--- src/rtl/pac_motion.sv ---
// ---------------------------------------------------------------------------
// pac_motion : Pacman movement controller.
//
// Turns player buttons and a periodic move tick into a tile position and a
// one-hot sprite direction code. Every candidate tile is checked against the
// maze map through a registered request/acknowledge wall-query port.
//
// Ports
//   clk, rst          : clock, synchronous active-high reset
//   move_tick         : one-cycle pulse requesting one step attempt
//   btn[3:0]          : buttons {L,U,R,D}
//   wall_req/qx/qy    : wall query valid and queried tile (registered)
//   wall_ack/hit      : query answered / queried tile is a wall
//   tile_x/tile_y     : current tile
//   heading           : travel direction, one-hot L=1000 U=0100 R=0010 D=0001
//   direction         : heading while mouth open, 0000 while mouth closed
//   moved             : pulse in the cycle a new tile first appears
// ---------------------------------------------------------------------------
module pac_motion #(
    parameter int MAP_W    = 28,
    parameter int MAP_H    = 31,
    parameter int START_X  = 13,
    parameter int START_Y  = 23,
    parameter int ANIM_DIV = 2
) (
    input  logic       clk,
    input  logic       rst,
    input  logic       move_tick,
    input  logic [3:0] btn,
    output logic       wall_req,
    output logic [4:0] wall_qx,
    output logic [4:0] wall_qy,
    input  logic       wall_ack,
    input  logic       wall_hit,
    output logic [4:0] tile_x,
    output logic [4:0] tile_y,
    output logic [3:0] heading,
    output logic [3:0] direction,
    output logic       moved
);

    typedef enum logic [1:0] {IDLE, Q_WANT, Q_HEAD, BLOCKED} state_e;

    localparam logic [3:0] DIR_L     = 4'b1000;
    localparam logic [3:0] DIR_U     = 4'b0100;
    localparam logic [3:0] DIR_R     = 4'b0010;
    localparam logic [3:0] DIR_D     = 4'b0001;
    localparam logic [4:0] X_MAX     = 5'(MAP_W - 1);
    localparam logic [4:0] Y_MAX     = 5'(MAP_H - 1);
    localparam logic [3:0] ANIM_LAST = 4'(ANIM_DIV - 1);

    // Returns {off_map, x, y}; x wraps through the tunnel, y never wraps.
    function automatic logic [10:0] next_tile(input logic [3:0] dir,
                                              input logic [4:0] x,
                                              input logic [4:0] y);
        logic [10:0] r;
        case (dir)
            DIR_L:   r = {1'b0, (x == 5'd0) ? X_MAX : x - 5'd1, y};
            DIR_R:   r = {1'b0, (x == X_MAX) ? 5'd0 : x + 5'd1, y};
            DIR_U:   r = (y == 5'd0)  ? {1'b1, x, y} : {1'b0, x, y - 5'd1};
            DIR_D:   r = (y == Y_MAX) ? {1'b1, x, y} : {1'b0, x, y + 5'd1};
            default: r = {1'b1, x, y};
        endcase
        return r;
    endfunction

    state_e      state_q, state_d;
    logic [3:0]  desired_q, desired_d;
    logic [3:0]  heading_q, heading_d;
    logic [3:0]  qdir_q, qdir_d;        // direction of the pending Q_WANT target
    logic [4:0]  tile_x_q, tile_x_d;
    logic [4:0]  tile_y_q, tile_y_d;
    logic [4:0]  qx_q, qx_d;
    logic [4:0]  qy_q, qy_d;
    logic        off_q, off_d;          // target is off the map: implicit wall
    logic        req_q, req_d;
    logic        mouth_q, mouth_d;      // 1 = mouth open
    logic [3:0]  anim_q, anim_d;
    logic [3:0]  dir_q, dir_d;
    logic        moved_q, moved_d;
    logic [10:0] nt_s;
    logic        answered_s;
    logic        hit_s;
    logic        step_ok_s;

    // Next-state logic for the query FSM, position, heading and animation.
    always_comb begin
        state_d    = state_q;
        desired_d  = desired_q;
        heading_d  = heading_q;
        qdir_d     = qdir_q;
        tile_x_d   = tile_x_q;
        tile_y_d   = tile_y_q;
        qx_d       = qx_q;
        qy_d       = qy_q;
        off_d      = off_q;
        req_d      = req_q;
        mouth_d    = mouth_q;
        anim_d     = anim_q;
        moved_d    = 1'b0;
        nt_s       = 11'd0;
        step_ok_s  = 1'b0;
        // An off-map target is answered immediately as a wall, no query issued.
        answered_s = req_q ? wall_ack : off_q;
        hit_s      = req_q ? wall_hit : 1'b1;

        if (btn[3])      desired_d = DIR_L;
        else if (btn[2]) desired_d = DIR_U;
        else if (btn[1]) desired_d = DIR_R;
        else if (btn[0]) desired_d = DIR_D;
        else             desired_d = desired_q;

        case (state_q)
            IDLE: begin
                if (move_tick) begin
                    nt_s   = next_tile(desired_d, tile_x_q, tile_y_q);
                    qdir_d = desired_d;
                    off_d  = nt_s[10];
                    qx_d   = nt_s[9:5];
                    qy_d   = nt_s[4:0];
                    req_d  = ~nt_s[10];
                    state_d = Q_WANT;
                end else begin
                    state_d = IDLE;
                end
            end
            Q_WANT: begin
                if (answered_s) begin
                    req_d = 1'b0;
                    if (!hit_s) begin
                        heading_d = qdir_q;
                        tile_x_d  = qx_q;
                        tile_y_d  = qy_q;
                        step_ok_s = 1'b1;
                        state_d   = IDLE;
                    end else if (qdir_q == heading_q) begin
                        state_d = BLOCKED;
                    end else begin
                        // Fallback target; its query starts one cycle later.
                        nt_s    = next_tile(heading_q, tile_x_q, tile_y_q);
                        off_d   = nt_s[10];
                        qx_d    = nt_s[9:5];
                        qy_d    = nt_s[4:0];
                        state_d = Q_HEAD;
                    end
                end else begin
                    state_d = Q_WANT;
                end
            end
            Q_HEAD: begin
                if (!req_q && !off_q) begin
                    req_d = 1'b1;
                end else if (answered_s) begin
                    req_d = 1'b0;
                    if (!hit_s) begin
                        tile_x_d  = qx_q;
                        tile_y_d  = qy_q;
                        step_ok_s = 1'b1;
                        state_d   = IDLE;
                    end else begin
                        state_d = BLOCKED;
                    end
                end else begin
                    state_d = Q_HEAD;
                end
            end
            BLOCKED: begin
                mouth_d = 1'b1;
                anim_d  = 4'd0;
                state_d = IDLE;
            end
            default: begin
                state_d = IDLE;
                req_d   = 1'b0;
            end
        endcase

        if (step_ok_s) begin
            moved_d = 1'b1;
            if (anim_q == ANIM_LAST) begin
                mouth_d = ~mouth_q;
                anim_d  = 4'd0;
            end else begin
                anim_d = anim_q + 4'd1;
            end
        end else begin
            moved_d = 1'b0;
        end

        dir_d = mouth_d ? heading_d : 4'b0000;
    end

    // State and output registers with synchronous reset.
    always_ff @(posedge clk) begin
        if (rst) begin
            state_q   <= IDLE;
            desired_q <= DIR_L;
            heading_q <= DIR_L;
            qdir_q    <= DIR_L;
            tile_x_q  <= 5'(START_X);
            tile_y_q  <= 5'(START_Y);
            qx_q      <= 5'd0;
            qy_q      <= 5'd0;
            off_q     <= 1'b0;
            req_q     <= 1'b0;
            mouth_q   <= 1'b0;
            anim_q    <= 4'd0;
            dir_q     <= 4'b0000;
            moved_q   <= 1'b0;
        end else begin
            state_q   <= state_d;
            desired_q <= desired_d;
            heading_q <= heading_d;
            qdir_q    <= qdir_d;
            tile_x_q  <= tile_x_d;
            tile_y_q  <= tile_y_d;
            qx_q      <= qx_d;
            qy_q      <= qy_d;
            off_q     <= off_d;
            req_q     <= req_d;
            mouth_q   <= mouth_d;
            anim_q    <= anim_d;
            dir_q     <= dir_d;
            moved_q   <= moved_d;
        end
    end

    assign wall_req  = req_q;
    assign wall_qx   = qx_q;
    assign wall_qy   = qy_q;
    assign tile_x    = tile_x_q;
    assign tile_y    = tile_y_q;
    assign heading   = heading_q;
    assign direction = dir_q;
    assign moved     = moved_q;

endmodule

--- config.mk ---
export PLATFORM = sky130hd
export DESIGN_NAME = pac_motion
export DESIGN_NICKNAME = d
export VERILOG_FILES = /design/src/rtl/pac_motion.sv
export SDC_FILE = /design/constraint.sdc
export NUM_CORES = 1
export LEC_CHECK = 0
export CORE_ASPECT_RATIO = 1.4
export CORE_MARGIN = 3
export CORE_UTILIZATION = 60
export CTS_CLUSTER_DIAMETER = 80
export DETAILED_ROUTE_END_ITERATION = 8
export PLACE_DENSITY = 0.95
export SLEW_MARGIN = 20
export SYNTH_ARGS = -nofsm -noshare
export SYNTH_HDL_FRONTEND = slang
export SYNTH_SLANG_ARGS = --single-unit
export TNS_END_PERCENT = 1
--- constraint.sdc ---
create_clock -name clk -period 4.55 [get_ports clk]
set_clock_uncertainty 0.15 [all_clocks]
set_input_delay 0.91 -clock clk [delete_from_list [all_inputs] [get_ports clk]]
set_output_delay 0.91 -clock clk [all_outputs]
set_load 0.02 [all_outputs]
==> results.txt, run 1 <==
- Run status: finished clean
- Hold_sp: wall_qx[1]
* Share of the yosys chip area belonging to registers: 0.292
- Via-per-instance ratio: 6.75
* Remaining antenna violation count after routing: 0
- Tightest slew margin relative to the limit: 0.373
- Of all flip-flops after synthesis, the portion carrying an async set or reset was 0.
- Combinational cell fraction of total power: 0.199
- CP max stage delay: about 0.65 ns
- Setup violations remaining at the end of the flow were counted as 0.
* Portion of the clock cycle consumed by the worst path in the final layout: 0.673
- Global-route track usage on met2: 0.476
- The clock drives 46 sinks.
- Yosys printed 0 warnings.
- The number of antenna violations at the first check in global routing was 0.
* Vias in the first global route: ~3000
- Distinct cell type count after synthesis: 68
- After clock tree synthesis, the clock-pin slew on the worst setup and hold paths is 0.08 ns.
* Met1 GRT Util: 0.355
- Critical path type: in2reg
- Buffers inserted to repair hold after CTS numbered 0.
* Area growth from synthesis to final layout: 14.0%
- Final RePlAce weighted congestion: about 0.95
* Proportion of total power due to net switching: 0.297
* Setup Buffers After CTS: 0
* Number of nets in the layout: around 430
- The H-tree generated during clock tree synthesis spans 2 levels.
- Counting flops with a built-in enable in the synthesized netlist gives 0.
- Top achievable clock speed: 0.326 GHz
- For this design the static power due to leakage is 1.34 nW.
- M3 GR Usage: 0.0515
- Pin count of the biggest net entering global routing: 31
- Synth Net Count: around 400
- 39 I/O pins were placed.
- The filler cells instantiated in the layout total between 400 and 500.
- Measured on the finished design, the core utilization comes to 0.726.
- Adding up every negative setup slack in the final design gives 0 ns.
- Die span in y: between 90 and 100 microns
- CP Data Required Time: 4.63 ns
- Average cell area after synthesis: 8.09 sq um
- Global-route congestion overflow total: 0
- The first global-routing pass estimated 14100 microns of wire.
- Slew at the pin closest to its max-slew limit: 0.940 ns
- In this run the power spent charging and discharging nets is around 280 uW.
* Data arrival at the endpoint of the critical path: roughly 3.1 ns
* Floorplan die area: 6180 sq um
- Share of post-route cells with drive strength above 1: 0.0613
- N_diodes: 0
- Tracing the worst setup path back leads to its startpoint at wall_ack.
* Total track usage: 0.288
- Number of failing hold endpoints at the final stage: 0
- In this run, post-CTS repair resized a total of 0 instances.
- The cell count after synthesis came out at 390.
- The internal power of the cells totals 660 uW.
* Commonest register cell after synthesis: dfxtp_1
* Max-capacitance violation count: 0
- Unrepaired setup endpoints after global routing: false
- During placement, the flow inserted port buffers numbering 38.
- The signal on the critical path passes through clkdlybuf4s50_1 > and4b_1 > o21ai_2 > nand2b_1 > mux2i_1 > nor3b_1.
- Most Crowded Layer GR: met2
- The number of clock buffers added by TritonCTS is 5.
* Register share of total power: 0.473
* CP Max Fanout: 15
* Final critical path time including I/O delays and setup: 3.06 ns
- Classification of the worst-slack hold path: reg2reg
- Worst R2R Start: state_q[0]
- Wires add up to 8410 microns.
- Flops & latches, synth: 46
* Clock Tree Root: clkbuf_8
- Site Rows: 30
* Type of destination of the critical path: register
- The total area inside the core boundary comes to between 4000 and 5000 sq um.
- Of the total power, the clock network draws 0.328.
- TritonCTS clock tree: yes
- Counting along the longest clock path gives a buffer depth of 2.
- Worst skew pair latency: 0.30 ns
* Routed via count: 3188
* Post-DP HPWL: between 5000 and 6000 microns
- Detailed Routing Iterations Pass 1: 5
* PD cells: 261 nW/um^2
- Cell Area, Synth: 3160 sq um
- Routed WL per cell: 17.8 microns
* Slowest cell on the critical path: and4b_1
- Final max-slew violation count: 0
* Starting DRT DRC Count: 435
- Initial cell density of the core: 0.637
- Remaining design rule violation count: 0
- The worst setup path is launched from an input port.
- The worst-case IR drop observed on VDD is roughly 0.00019 V.
* Die W: around 67 microns
-- registers in the layout, indices dropped and copies added, names as in the netlist, 5 cells and up --
register / flops
wall_qx: 5
wall_qy: 5
tile_y: 5
tile_x: 5
-- logic make-up (layout without fill, tap and decap cells) --
group                    Yosys count  after routing  share of synthesized area
AO/OA/AOI/OAI                    108            108                      0.243
AND/OR/NAND/NOR                  159            159                      0.286
buffers and inverters             44             62                     0.0619
adder cells (fa/ha/maj)           13             13                     0.0515
flip-flops                        46             46                      0.292
XOR/XNOR                           9              9                     0.0250
multiplexers                      11             11                     0.0404
-- critical path: cells and delay by family --
| family | cells | cell delay, ns |
|---|---|---|
| AO/OA/AOI/OAI | 1 | 0.25 |
| buffers and inverters | 1 | 0.57 |
| multiplexers | 1 | 0.31 |
| AND/OR/NAND/NOR | 3 | 1.08 |
-- layout by cell type, fill, tap and decap left out, types with 6 or more instances in the layout --
cell type / synthesis / layout
o21ai_0: 17 / 17
nand2_1: 36 / 36
ha_1: 13 / 13
nand2b_1: 8 / 8
nor2_1: 30 / 30
mux2i_1: 6 / 6
nor3_1: 15 / 15
and2_1: 6 / 6
o211ai_1: 8 / 8
a211oi_1: 8 / 8
clkdlybuf4s50_1: 0 / 38
nand3_1: 20 / 20
a21oi_1: 23 / 23
dfxtp_1: 46 / 46
inv_1: 14 / 14
-- metal layers --
layer / share of wire / wire [microns]
met5: 0 / 0
met4: 0.030 / 253
met3: 0.072 / 606
met2: 0.51 / 4260
met1: 0.39 / 3290
-- Yosys cell counts (all sizes together) (3+ instances only) --
| master | count | area (sq um) |
|---|---|---|
| a2111oi | 5 | 51.3 |
| a211oi | 8 | 60.1 |
| a21oi | 24 | 124 |
| a31oi | 5 | 31.3 |
| a41o | 3 | 30.0 |
| and2 | 6 | 37.5 |
| and3 | 4 | 25.0 |
| buf | 12 | 75.1 |
| clkbuf | 18 | 67.6 |
| dfxtp | 46 | 921 |
| ha | 13 | 163 |
| inv | 14 | 52.6 |
| mux2 | 4 | 45.0 |
| mux2i | 7 | 82.6 |
| nand2 | 36 | 135 |
| nand2b | 8 | 50.1 |
| nand3 | 20 | 100 |
| nand4 | 4 | 25.0 |
| nor2 | 30 | 113 |
| nor2b | 5 | 31.3 |
| nor3 | 15 | 75.1 |
| nor3b | 6 | 50.1 |
| nor4b | 8 | 119 |
| o211ai | 8 | 60.1 |
| o21ai | 23 | 119 |
| o21bai | 3 | 22.5 |
| o221ai | 3 | 43.8 |
| o31ai | 5 | 37.5 |
| or3 | 3 | 18.8 |
| or4b | 4 | 40.0 |
| xnor2 | 5 | 43.8 |
| xor2 | 4 | 35.0 |
-- power groups by stage --
stage          Clock [mW]  Combinational, mW  Sequential, mW
2_1_floorplan           0              0.110           0.458
3_3_place_gp            0              0.177           0.451
3_5_place_dp            0              0.182           0.452
4_1_cts             0.308              0.184           0.443
5_1_grt             0.322              0.202           0.447
6_report            0.307              0.187           0.444
-- area by class of cell --
| cell class | count | area [sq um] | share of cell area |
|---|---|---|---|
| well taps | 64 | 80.1 | 0.0223 |
| clock inverters | 2 | 37.5 | 0.0104 |
| inverters | 14 | 52.6 | 0.0146 |
| repair buffers | 40 | 395 | 0.110 |
| multi-input cells | 300 | 2040 | 0.567 |
| flip-flops and latches | 46 | 921 | 0.256 |
| clock buffers | 6 | 72.6 | 0.0202 |
-- final timing paths --
| path | end | slack, ns | depth (start not counted) |
|---|---|---|---|
| worst max register to register | direction[3] | 1.71 | 7 |
| worst min register to register | tile_x[1] | 0.32 | 2 |
| worst max-delay path | direction[3] | 1.49 | 6 |
| worst min-delay path | tile_x[1] | 0.32 | 2 |
-- through the flow --
step / hold WS [ns] / setup slack, ns / total power [mW] / instance area (sq um) / std cells
floorplan: 0.308 / 2.01 / 0.568 / 3160 / 390
detailed placement: 0.310 / 1.18 / 0.634 / 3490 / 464
finish: 0.320 / 1.49 / 0.938 / 3600 / 472
CTS: 0.322 / 1.48 / 0.936 / 3600 / 472
global route: 0.351 / 1.28 / 0.971 / 3600 / 472
global placement: 0.303 / 1.34 / 0.628 / 3490 / 464
Power figures use the tool's default switching activity.
==> run 2, diff against run 1 <==
- CORE_UTILIZATION: 60 -> 56
- PLACE_DENSITY: 0.95 -> 0.9
- clock period: 4.55 -> 2.9 ns (I/O delays scaled with it)
==> run 2 against run 1 <==
Cell area up 1.2%. Clock power is 33% higher. Highest routed layer unchanged. Combinational power rose by 63%. Non-clock buffer count up 8. Critical path depth is the same. Largest power group unchanged. First-iteration DRC count is 48% lower. Sequential share of layout area down 0.31 points. Final cell count increased by 2.1%. Critical path type is now reg2reg.
==> results.txt, run 2 (same netlist as run 1, synthesis figures left out) <==
- Run status: finished clean
- The reported max-cap violation count is 0 (unchanged).
- The number of gates resized after CTS came to 0 (unchanged).
- Post-Route Hold Slack: 0.335 ns (+0.0141 ns)
- Clock Tree Root: clkbuf_8
* Reg clk slew, reported paths: 0.08 ns (about the same)
- Floorplan die area: 6580 sq um (+6.6%)
- Setup repair after global routing left no endpoint under its margin.
* IO buf count: 38 (unchanged)
* Final max-slew violation count: 0 (unchanged)
- The post-layout instance count excluding filler cells came to 482 (+2.1%).
* H-Tree Level Count: 2 (unchanged)
- The first-iteration detailed-routing DRC count was 225 (-48%).
- TritonCTS clock tree: yes
* CP Max Fanout: 18 (+3)
- Cell family contributing the most delay on the critical path: compound AO/OA/AOI/OAI gates
- The count of endpoints failing setup in the final report was 0 (unchanged).
- Worst skew pair latency: 0.30 ns (about the same)
* Critical path type: reg2reg
- Routed WL per cell: 17.2 microns (-3.8%)
- Final WL: 8270 microns (-1.7%)
- CTS Buf Count: 5 (unchanged)
* Setup Buffers After CTS: 0 (unchanged)
* Detailed Routing Iterations Pass 1: 6 (+1)
- The placer congestion estimate was 0.959 (+0.92%).
- The count of hold-fix buffers inserted at cts came to 0 (unchanged).
* Total Neg Setup Slack: 0 ns (unchanged)
- The vias after detailed routing was 3094 (-2.9%).
- The slew of the pin with the lowest slew margin came to 0.694 ns (-0.246 ns).
- Slowest cell on the critical path: ha_1
- The post-detailed-route DRC marker count was 0 (unchanged).
* Portion of the clock cycle consumed by the worst path in the final layout: 0.873
- In the layout the commonest cells are 46 x dfxtp_1, 38 x clkdlybuf4s50_1, 36 x nand2_1.
- The first-pass GRT wire length came to 13600 microns (-3.1%).
* Share of post-route cells with drive strength above 1: 0.0793 (+0.0181)
- Global-route congestion overflow total: 0 (unchanged)
- Data arrival at the endpoint of the critical path: 2.56 ns (-0.58 ns)
- The number of filler cells placed in the layout came to 428 (+5.7%).
- The maximum number of pins on one net before global-route repair came to 30 (-3.2%).
* Initial cell density of the core: 0.594 (-0.0430)
* CP Data Required Time: 2.93 ns (-1.70 ns)
* N_diodes: 0 (unchanged)
- The I/O pin count came to 39 (unchanged).
- The number of clock sinks is 46 (unchanged).
- The number of buffer and inverter stages on the critical path is 1 (unchanged).
- Via-per-instance ratio: 6.42 (-5.0%)
- Die span in y: 94.8 microns (+3.3%)
- Critical path cell sequence: inv_1 > ha_1 > nor2_1 > a41oi_1 > nor3_1 > a2111oi_1
* Post-DP HPWL: 6050 microns (+3.4%)
- The cell count after placement came to 474 (+2.2%).
- Leaving out fill and tap cells, the most frequent cell in the layout is dfxtp_1.
* Type of destination of the critical path: register
* Clk buf depth: 2 (unchanged)
* Total track usage: 0.256 (-0.0324)
* Top achievable clock speed: 0.395 GHz
* Tightest slew margin relative to the limit: 0.531 (+0.158)
* Number of failing hold endpoints at the final stage: 0 (unchanged)
- Leakage: 1.38 nW (+2.7%)
* PD cells: 387 nW/um^2 (+49%)
* Vias in the first global route: 2981 (-0.27%)
* Area growth from synthesis to final layout: 15.4%
* Site Rows: 31 (+3.3%)
* Antenna violations before repair: 0 (unchanged)
- Number of nets in the layout: 437 (+1.9%)
- The area of the core region was 5310 sq um (+7.2%).
* CP max stage delay: 0.57 ns (-0.08 ns)
* Final critical path time including I/O delays and setup: 2.53 ns
* Die W: 69.4 microns (+3.2%)
- The remaining antenna violation count came to 0 (unchanged).
* Worst vdd rail ir drop: 0.000358 V (+89%)
- STA classifies the critical path startpoint as a register.
* Classification of the worst-slack hold path: reg2reg
## run 2: cell types whose count changed in the layout (fill, tap and decap cells not counted), sizes merged
cell / previous run / this run
clkinvlp: 1 / 0
buf: 2 / 10
bufinv: 1 / 0
clkbuf: 6 / 7
clkinv: 0 / 1
## run 2: metal layers
| layer | share of wire | vias to the layer above | track usage |
|---|---|---|---|
| met5 | 0 | - | 0 |
| met4 | 0.032 | 0 | 0.137 |
| met3 | 0.052 | 28 | 0.0415 |
| met2 | 0.52 | 125 | 0.469 |
| met1 | 0.39 | 1451 | 0.282 |
| li1 | - | 1490 | - |
## run 2: final timing paths
check                           cells past startpoint          to  startpoint  slack, ns
worst max-delay path                                6  wall_qx[2]  state_q[1]       0.37
worst min-delay path                                2   tile_y[3]  wall_qy[3]       0.33
worst max register to register                      6  wall_qx[2]  state_q[1]       0.37
worst min register to register                      2   tile_y[3]  wall_qy[3]       0.33
## run 2: final cells by class
cell class              count  area, sq um  share of cell area
multi-input cells         300         2040               0.560
clock inverters             1         5.00             0.00137
flip-flops and latches     46          921               0.253
repair buffers             48          455               0.125
well taps                  66         82.6              0.0227
clock buffers               7         86.3              0.0237
inverters                  14         52.6              0.0144
## run 2: worst reg2reg max path, cell delays in order (launching register included)
cell and delay [ns]:
dfxtp_1 0.37, inv_1 0.11, ha_1 0.57, nor2_1 0.26
a41oi_1 0.43, nor3_1 0.12, a2111oi_1 0.40
## run 2: stage by stage
| step | util | total power, mW | cell area (sq um) | worst slack (ns) |
|---|---|---|---|---|
| 2_1_floorplan | - | 0.891 | 3160 | 0.685 |
| 3_3_place_gp | 0.668 | 1.00 | 3550 | 0.0977 |
| 3_5_place_dp | 0.668 | 1.01 | 3550 | 0.0788 |
| 4_1_cts | 0.685 | 1.41 | 3640 | 0.401 |
| 5_1_grt | 0.685 | 1.47 | 3640 | 0.148 |
| 6_report | 0.685 | 1.41 | 3640 | 0.370 |
## run 2: report_power, final
| part | leakage, nW | switching, mW | internal [mW] |
|---|---|---|---|
| Combinational | 0.954 | 0.176 | 0.129 |
| Sequential | 0.374 | 0.0379 | 0.660 |
| Clock | 0.0482 | 0.216 | 0.193 |
| Total | 1.38 | 0.429 | 0.981 |
==> run 3, diff against run 2 <==
- CTS_CLUSTER_SIZE: default -> 14
==> results of run 3 <==
Final layout, timing and power as in run 2 (identical DEF).
